## src/rtl/sram_bus_arbiter_pkg.sv

```systemverilog
// Shared definitions for the sram-like bus arbiter: source IDs, transfer
// size encodings and the default outstanding-transaction depth.
package sram_bus_arbiter_pkg;

  // Which master issued a transaction; stored per entry in the source FIFO.
  typedef enum logic {
    SRC_INST = 1'b0,
    SRC_DATA = 1'b1
  } src_e;

  // Transfer size encodings on the *_size buses.
  typedef enum logic [1:0] {
    SIZE_B = 2'd0,
    SIZE_H = 2'd1,
    SIZE_W = 2'd2
  } size_e;

  localparam int unsigned OUTSTANDING_DEF = 2;

endpackage : sram_bus_arbiter_pkg

```

## src/rtl/sram_bus_arbiter_src_fifo.sv

```systemverilog
// In-order FIFO of 1-bit source tags, one entry per accepted, unreturned
// transaction. Pointers wrap at DEPTH, which need not be a power of two.
module sram_bus_arbiter_src_fifo
  import sram_bus_arbiter_pkg::*;
#(
  parameter int unsigned DEPTH = OUTSTANDING_DEF,
  localparam int unsigned CNT_W = $clog2(DEPTH + 1),
  localparam int unsigned PTR_W = (DEPTH > 1) ? $clog2(DEPTH) : 1
) (
  input  logic             clk,
  input  logic             resetn,
  input  logic             push_i,
  input  src_e             push_src_i,
  input  logic             pop_i,
  output src_e             head_src_o,
  output logic [CNT_W-1:0] count_o,
  output logic             full_o,
  output logic             empty_o
);

  src_e             mem_q [DEPTH];
  logic [PTR_W-1:0] head_q, head_d;
  logic [PTR_W-1:0] tail_q, tail_d;
  logic [CNT_W-1:0] count_q, count_d;

  function automatic logic [PTR_W-1:0] ptr_inc(input logic [PTR_W-1:0] p);
    return (p == PTR_W'(DEPTH - 1)) ? '0 : p + 1'b1;
  endfunction

  // Next-state for pointers and occupancy; simultaneous push/pop keeps count.
  always_comb begin
    head_d  = head_q;
    tail_d  = tail_q;
    count_d = count_q;
    if (push_i) tail_d = ptr_inc(tail_q);
    if (pop_i)  head_d = ptr_inc(head_q);
    case ({push_i, pop_i})
      2'b10:   count_d = count_q + 1'b1;
      2'b01:   count_d = count_q - 1'b1;
      default: count_d = count_q;
    endcase
  end

  // Pointer and count registers.
  always_ff @(posedge clk or negedge resetn) begin
    if (!resetn) begin
      head_q  <= '0;
      tail_q  <= '0;
      count_q <= '0;
    end else begin
      head_q  <= head_d;
      tail_q  <= tail_d;
      count_q <= count_d;
    end
  end

  // Tag storage write port.
  // NOTE: storage is deliberately not reset; count/pointers alone define which entries are valid.
  always_ff @(posedge clk) begin
    if (push_i) mem_q[tail_q] <= push_src_i;
  end

  assign head_src_o = mem_q[head_q];
  assign count_o    = count_q;
  assign full_o     = (count_q == CNT_W'(DEPTH));
  assign empty_o    = (count_q == '0);

endmodule : sram_bus_arbiter_src_fifo

```

## src/rtl/sram_bus_arbiter.sv

```systemverilog
// Shares one sram-like port between the IF and MEM masters. Data has fixed
// priority, a presented-but-unaccepted request is locked until accepted, and
// responses are routed back in order using the source FIFO.
module sram_bus_arbiter
  import sram_bus_arbiter_pkg::*;
#(
  parameter int unsigned OUTSTANDING = OUTSTANDING_DEF,
  localparam int unsigned CNT_W = $clog2(OUTSTANDING + 1)
) (
  input  logic        clk,
  input  logic        resetn,
  // IF master
  input  logic        inst_req,
  input  logic        inst_wr,
  input  logic [1:0]  inst_size,
  input  logic [3:0]  inst_wstrb,
  input  logic [31:0] inst_addr,
  input  logic [31:0] inst_wdata,
  output logic        inst_addr_ok,
  output logic        inst_data_ok,
  output logic [31:0] inst_rdata,
  // MEM master
  input  logic        data_req,
  input  logic        data_wr,
  input  logic [1:0]  data_size,
  input  logic [3:0]  data_wstrb,
  input  logic [31:0] data_addr,
  input  logic [31:0] data_wdata,
  output logic        data_addr_ok,
  output logic        data_data_ok,
  output logic [31:0] data_rdata,
  // Shared slave port
  output logic        mem_req,
  output logic        mem_wr,
  output logic [1:0]  mem_size,
  output logic [3:0]  mem_wstrb,
  output logic [31:0] mem_addr,
  output logic [31:0] mem_wdata,
  input  logic        mem_addr_ok,
  input  logic        mem_data_ok,
  input  logic [31:0] mem_rdata,
  output logic        err_unexpected
);

  logic             lock_q, lock_d;
  src_e             lock_src_q, lock_src_d;
  logic             err_q, err_d;
  src_e             grant;
  src_e             head_src;
  logic             granted_req;
  logic             push, pop;
  logic             full, empty;
  logic [CNT_W-1:0] count;

  sram_bus_arbiter_src_fifo #(.DEPTH(OUTSTANDING)) u_src_fifo (
    .clk        (clk),
    .resetn     (resetn),
    .push_i     (push),
    .push_src_i (grant),
    .pop_i      (pop),
    .head_src_o (head_src),
    .count_o    (count),
    .full_o     (full),
    .empty_o    (empty)
  );

  // Grant selection and request-side muxing toward the shared port.
  always_comb begin
    if (lock_q)        grant = lock_src_q;
    else if (data_req) grant = SRC_DATA;
    else               grant = SRC_INST;

    if (grant == SRC_DATA) begin
      granted_req = data_req;
      mem_wr      = data_wr;
      mem_size    = data_size;
      mem_wstrb   = data_wstrb;
      mem_addr    = data_addr;
      mem_wdata   = data_wdata;
    end else begin
      granted_req = inst_req;
      mem_wr      = inst_wr;
      mem_size    = inst_size;
      mem_wstrb   = inst_wstrb;
      mem_addr    = inst_addr;
      mem_wdata   = inst_wdata;
    end
  end

  // Gating with resetn keeps every handshake low while reset is held.
  assign mem_req = granted_req & ~full & resetn;
  assign push    = mem_req & mem_addr_ok;
  assign pop     = mem_data_ok & ~empty;

  assign inst_addr_ok = push & (grant == SRC_INST);
  assign data_addr_ok = push & (grant == SRC_DATA);
  assign inst_data_ok = pop & (head_src == SRC_INST);
  assign data_data_ok = pop & (head_src == SRC_DATA);
  assign inst_rdata   = mem_rdata;
  assign data_rdata   = mem_rdata;

  // Lock and sticky-error next state; a waiting request pins the grant.
  always_comb begin
    lock_d     = lock_q;
    lock_src_d = lock_src_q;
    err_d      = err_q | (mem_data_ok & empty);
    if (mem_req && !mem_addr_ok) begin
      lock_d     = 1'b1;
      lock_src_d = grant;
    end else if (push) begin
      lock_d     = 1'b0;
    end
  end

  // Lock and error registers.
  always_ff @(posedge clk or negedge resetn) begin
    if (!resetn) begin
      lock_q     <= 1'b0;
      lock_src_q <= SRC_INST;
      err_q      <= 1'b0;
    end else begin
      lock_q     <= lock_d;
      lock_src_q <= lock_src_d;
      err_q      <= err_d;
    end
  end

  assign err_unexpected = err_q;

endmodule : sram_bus_arbiter

```

## config.mk

```make
export PLATFORM = sky130hd
export DESIGN_NAME = sram_bus_arbiter
export DESIGN_NICKNAME = d
export VERILOG_FILES = /design/src/rtl/sram_bus_arbiter_pkg.sv /design/src/rtl/sram_bus_arbiter_src_fifo.sv /design/src/rtl/sram_bus_arbiter.sv
export SDC_FILE = /design/constraint.sdc
export NUM_CORES = 1
export LEC_CHECK = 0
export ABC_AREA = 1
export BUFFER_PORTS_ARGS = -buffer_cell sky130_fd_sc_hd__buf_2
export CAP_MARGIN = 20
export CORE_AREA = 2 2 124 126
export DETAILED_ROUTE_END_ITERATION = 8
export DIE_AREA = 0 0 126 128
export PLACE_DENSITY = 0.46
export SLEW_MARGIN = 10
export SYNTH_ARGS = -nofsm -noshare
export SYNTH_HDL_FRONTEND = slang
export SYNTH_HIERARCHICAL = 1
export SYNTH_SLANG_ARGS = --single-unit
export TNS_END_PERCENT = 100
```

## constraint.sdc

```tcl
create_clock -name clk -period 1.9 [get_ports clk]
set_input_delay 0.38 -clock clk [delete_from_list [all_inputs] [get_ports clk]]
set_output_delay 0.38 -clock clk [all_outputs]
set_load 0.02 [all_outputs]
```

* Word level (Yosys, flattened, before mapping)
Memories as Yosys holds them, arrays and structs flattened.
Cells that the tools add are included.
** Cells by class
- $add $sub $neg :: 4
- Multiply operators :: 0
- Divide/modulo/power cells :: 0
- Magnitude comparators :: 0
- Equality and inequality tests :: 3
- Shift-type cells :: 0
- Muxes and demuxes :: 15
- Bitwise operators :: 14
- Reduce and logical (&&, ||, !) cells :: 5
** Operators with widths (number)
- 32-bit two-way mux :: 2
- 1-bit two-way mux :: 10
- 1-bit AND :: 9
- 2-bit == test (second input constant) :: 2
- 4-bit two-way mux :: 1
- 1-bit inverter :: 4
- 2-bit one-hot mux with 2 select lines :: 1
- 2-bit nonzero test :: 2
- 1-bit adder (second input constant) :: 2
- 2-bit by 1-bit adder with 2-bit output (second input constant) :: 1
- 2-bit by 1-bit == test with 1-bit output (second input constant) :: 1
- 2-bit zero test :: 1
- 2-bit two-way mux :: 1
- 2-bit by 1-bit subtractor with 2-bit output (second input constant) :: 1
- 1-bit logical AND :: 1
- 1-bit zero test :: 1
- 1-bit bitwise OR :: 1
** Storage, ports and cells
- Register bits :: 7
- Bits in latches :: 0
- Memory bits (writable) :: 2
- Bits in read-only memories :: 0
- Input port bits :: 180
- Output and inout bits :: 141
- Word-level logic and storage cells :: 48
- Memories :: 1
** Memories
- u_src_fifo.mem_q :: depth 2, width 1, rd ports 1, clocked after Yosys merged registers in 0, wr ports 1, RTL line sram_bus_arbiter_src_fifo.sv:21 : src_e mem_q [DEPTH];

* Logic depth before layout (Yosys ltp)
- Word-level depth :: 8
- Mapped depth :: 13

* Cells and area by module
The synthesis kept the hierarchy.
** By module, submodules not included
- sram_bus_arbiter :: instances 1, cells an instance 324, area each 1600.3 µm²
- sram_bus_arbiter_src_fifo :: instances 1, cells an instance 29, area each 275.3 µm²

* Worst setup path before layout
Ideal clock, no wire load.
- Kind :: register to register
- Start :: register u_src_fifo.count_q[1], in the netlist u_src_fifo/count_o[1]
- End :: register u_src_fifo.count_q[1], in the netlist u_src_fifo/count_o[1]
- Setup time :: 0.117 ns
- Data arrival time :: 1.472 ns
- Data required time :: 1.783 ns
- Setup slack :: 0.311 ns
- Cell stages (with the launch flop) :: 12
- Buffers on the path :: 0
- Period minus slack after synthesis :: 1.589 ns
- Path through :: dfrtp_1 -> inv_1 -> nor2_1 -> nor2_1 -> nand3_1 -> inv_1 -> inv_1 -> ha_1 -> inv_1 -> nand3_1 -> nand2_1 -> nand2_1
** Between the ends
- Cells in the longest elaborated chain, start to end :: 7
- Elaborated cells on any way between the ends :: 14
** RTL lines
- start: declaration :: RTL line sram_bus_arbiter_src_fifo.sv:24 : logic [CNT_W-1:0] count_q, count_d;
- start signal: assignment :: RTL line sram_bus_arbiter_src_fifo.sv:53 : count_q <= count_d;
- 2-bit == test * :: RTL line sram_bus_arbiter_src_fifo.sv:65 : assign full_o = (count_q == CNT_W'(DEPTH));
- via full :: RTL line sram_bus_arbiter.sv:52 : logic full, empty;
- 1-bit inverter * :: RTL line sram_bus_arbiter.sv:91 : assign mem_req = granted_req & ~full & resetn;
- 1-bit AND * (2 in a row) :: RTL line sram_bus_arbiter.sv:91
- 1-bit AND * :: RTL line sram_bus_arbiter.sv:92 : assign push = mem_req & mem_addr_ok;
- via push :: RTL line sram_bus_arbiter.sv:51 : logic push, pop;
- 2-bit by 1-bit == test with 1-bit output / 2-bit == test (equally long branches) :: RTL line sram_bus_arbiter_src_fifo.sv:37 : case ({push_i, pop_i})
- 2-bit one-hot mux with 2 select lines / 2-bit nonzero test (equally long branches)
The timed path passes the listed nets; every way through them passes the cells marked *.
A chain may end at the register's enable or synchronous reset.

* Final worst setup path
- Start :: register lock_q
- End :: output port mem_wdata[20]
** Between the ends
- Cells in the longest elaborated chain, start to end :: 2
** RTL lines
- start: declaration :: RTL line sram_bus_arbiter.sv:45 : logic lock_q, lock_d;
- start signal: assignment :: RTL line sram_bus_arbiter.sv:122 : lock_q <= lock_d;
- 1-bit two-way mux :: RTL line sram_bus_arbiter.sv:69 : if (lock_q) grant = lock_src_q;
- 32-bit two-way mux :: RTL line sram_bus_arbiter.sv:73 : if (grant == SRC_DATA) begin
- end: declaration :: RTL line sram_bus_arbiter.sv:38 : output logic [31:0] mem_wdata,
No other way between the ends.

==> out/metrics.csv <==
metric,value,unit
Max Slew Vio Count,0,
Layout Cells excl Fill,718,
post-DP HPWL,6531,um
Worst R2R Start,lock_q,
Synth Area in Compound Gates,0.9340,%
GP Congestion,0.7139,
CTS Buf Count,3,
number of iterations in the first detailed-routing pass,4,
Final ANT Viol Nets,0,
CTS sink cnt,9,
fin area,3770,um^2
Post-Synth Simple-Gate Area,49.50,%
initial antenna violation count,0,
"CTS clk-pin slew, worst paths",0.04,ns
Adder-Cell Fraction of Synth Area,0.6671,%
critical path data arrival time,1.51,ns
synth-to-layout area growth,101.0,%
Die W,126,um
syn_nets,534,
Bufs on Longest Clock Path,2,
die height,128,um
largest net degree at the start of global routing,42,
critical path endpoint category,primary output,
HP Class,in -> async,
num ports,321,
fraction of registers with async set/reset,77.78,%
power density cells,1509,nW/um^2
Post-Synth XOR/XNOR Area,1.401,%
Final Hold Vio Count,0,
vias in the first global route,2334,
cell count after synthesis,353,
via count,2712,
Congestion Overflow GR,0,
max-cap viol count,0,
f_max,529.4,MHz
clk_lat worst skew,0.23,ns
vias per cell,3.777,
WL per Instance,14.50,um
Routed WL,10410,um
Max IR drop VDD,0.5583,mV
RSZ-0062 raised after global routing,yes,
Worst slew margin,83.62,%
Post-synth EDFFs,2,
multiplexer area fraction after synthesis,0,%
Placed Area,2743,um^2
area share of the largest cell type after synthesis,45.43,%
worst setup skew after layout,0.0004886,ns
Lkg Pwr,2.251,nW
Least-Margin Pin Slew,0.2447,ns
CTS hold repair buffers,0,
Worst Setup SP,lock_q,
syn avg cell area,5.313,um^2
cell taking the most area after synthesis,nand2_1,
n_diodes,0,
most frequent cells after synthesis,"227 x nand2_1, 64 x buf_4, 13 x inv_1",
largest family of logic cells by synthesized area,simple AND/OR/NAND/NOR gates,
CTS tree,built,
top post-synthesis cells by area,"nand2_1 45%, buf_4 26%, dfrtp_1 9.3%",
grt met1 use,11.52,%
setup violators final,0,
CP required,1.52,ns
#FFs+latches synth,9,
nets@finish,712,
share of cells above drive strength 1,59.62,%
Pwr Total,0.005690,W
status,"complete, no violations",
first-pass GRT wire length,11880,um
Die ar.,16130,um^2
total track usage,9.018,%
"Seq/Total Area, Yosys",12.54,%
GR peak layer,met2,
Worst Path Max Fanout,6,
initial core utilization,12.62,%
H-tree Lvls,1,
post-synth design cell area,1876,um^2
IO Port Bufs,224,
GR Util met2,15.09,%
root buffer cell,clkbuf_16,
Setup crit start kind,flop,
First DRT Iteration DRCs,90,
Yosys Warn Count,6,
drt drc,0,
most common flop cell mapped by yosys,dfrtp_1,
Cell variety after synth,19,
period utilisation layout,99.42,%
Setup Crit Path Kind,reg -> out,
placed insts,694,
FP Rows,45,
Placeable Area,14860,um^2
met3 usage,1.503,%
fin crit period,1.889,ns
"count leader, synth",nand2_1,
final core utilization,25.36,%
## cells in the final DEF, fill, tap and decap left out, types with 4 or more instances in the layout
| cell | n |
|---|---|
| nand2_1 | 171 |
| buf_2 | 154 |
| buf_6 | 50 |
| nand2_2 | 46 |
| buf_4 | 32 |
| inv_1 | 12 |
| clkbuf_16 | 12 |
| nand2_4 | 10 |
| dfrtp_1 | 7 |
| nor2_1 | 6 |
| nand3_1 | 4 |
## kinds of logic (layout without fill, tap and decap cells)
| kind of cell | after synthesis | in the layout |
|---|---|---|
| simple gates | 243 | 243 |
| buf+inv | 94 | 271 |
| flops | 9 | 9 |
| compound gates | 3 | 3 |
| xor+xnor | 3 | 3 |
| fa+ha+maj | 1 | 1 |
## final cells by class
cell class	instances	area, um^2
Inverter	15	72.57
Multi-Input combinational cell	250	1191
Tap cell	188	235.2
Sequential cell	9	235.2
Timing Repair Buffer	252	1957
Clock buffer	4	78.83
Fill cell	1706	11090
## report_power, final
part           internal [W]  switching [W]
Clock              0.000280      0.0000862
Sequential         0.000277      0.0000575
Combinational       0.00231        0.00268
## worst max-delay path: stages, from the launching register on
cell	delay, ns
dfrtp_1	0.41
inv_2	0.09
nand2_4	0.07
nand2_8	0.13
buf_12	0.16
buf_6	0.13
nand2_1	0.06
nand2_2	0.09
buf_6	0.12
## worst paths after layout
check	to	slack, ns	cells past startpoint
max	mem_wdata[20]	0.01	8
min	u_src_fifo/count_o[1]	0.06	2
max reg2reg	u_src_fifo/count_o[1]	0.17	11
min reg2reg	err_unexpected	0.47	1
max in group asynchronous	lock_q	1.71	2
min in group clk	err_unexpected	0.45	3
## state kept, by name, summed over array words and instances, names as in the netlist
name	count
u_src_fifo/count_o	2
u_src_fifo/mem_q	2
err_unexpected	1
lock_q	1
lock_src_q	1
u_src_fifo/head_q	1
u_src_fifo/tail_q	1
## repair_timing
action / 4_1_cts / 5_1_grt
cloned: 2 / 13
resized for setup: 47 / 150
buffers inserted: 3 / 2
pin swaps: 2 / 29
endpoints found under the setup margin: 38 / 74
## stage by stage
| step | setup WS, ns | TNS, ns | hold slack, ns |
|---|---|---|---|
| final | 0.01094 | 0 | 0.06394 |
| after global routing | -0.05415 | -1.918 | 0.08082 |
| after CTS | -0.03804 | -0.2744 | 0.06325 |
| after detailed placement | 0.1018 | 0 | 0.3104 |
| after global placement | 0.09450 | 0 | 0.3031 |
| after floorplan | 0.3109 | 0 | 0.08441 |
## routing by layer
metal,vias to the layer above,wire [um]
met4,0,283
met3,41,717
met5,-,0
met2,138,4751
met1,1188,4656
li1,1345,-
(Power assumes the default switching activity.)
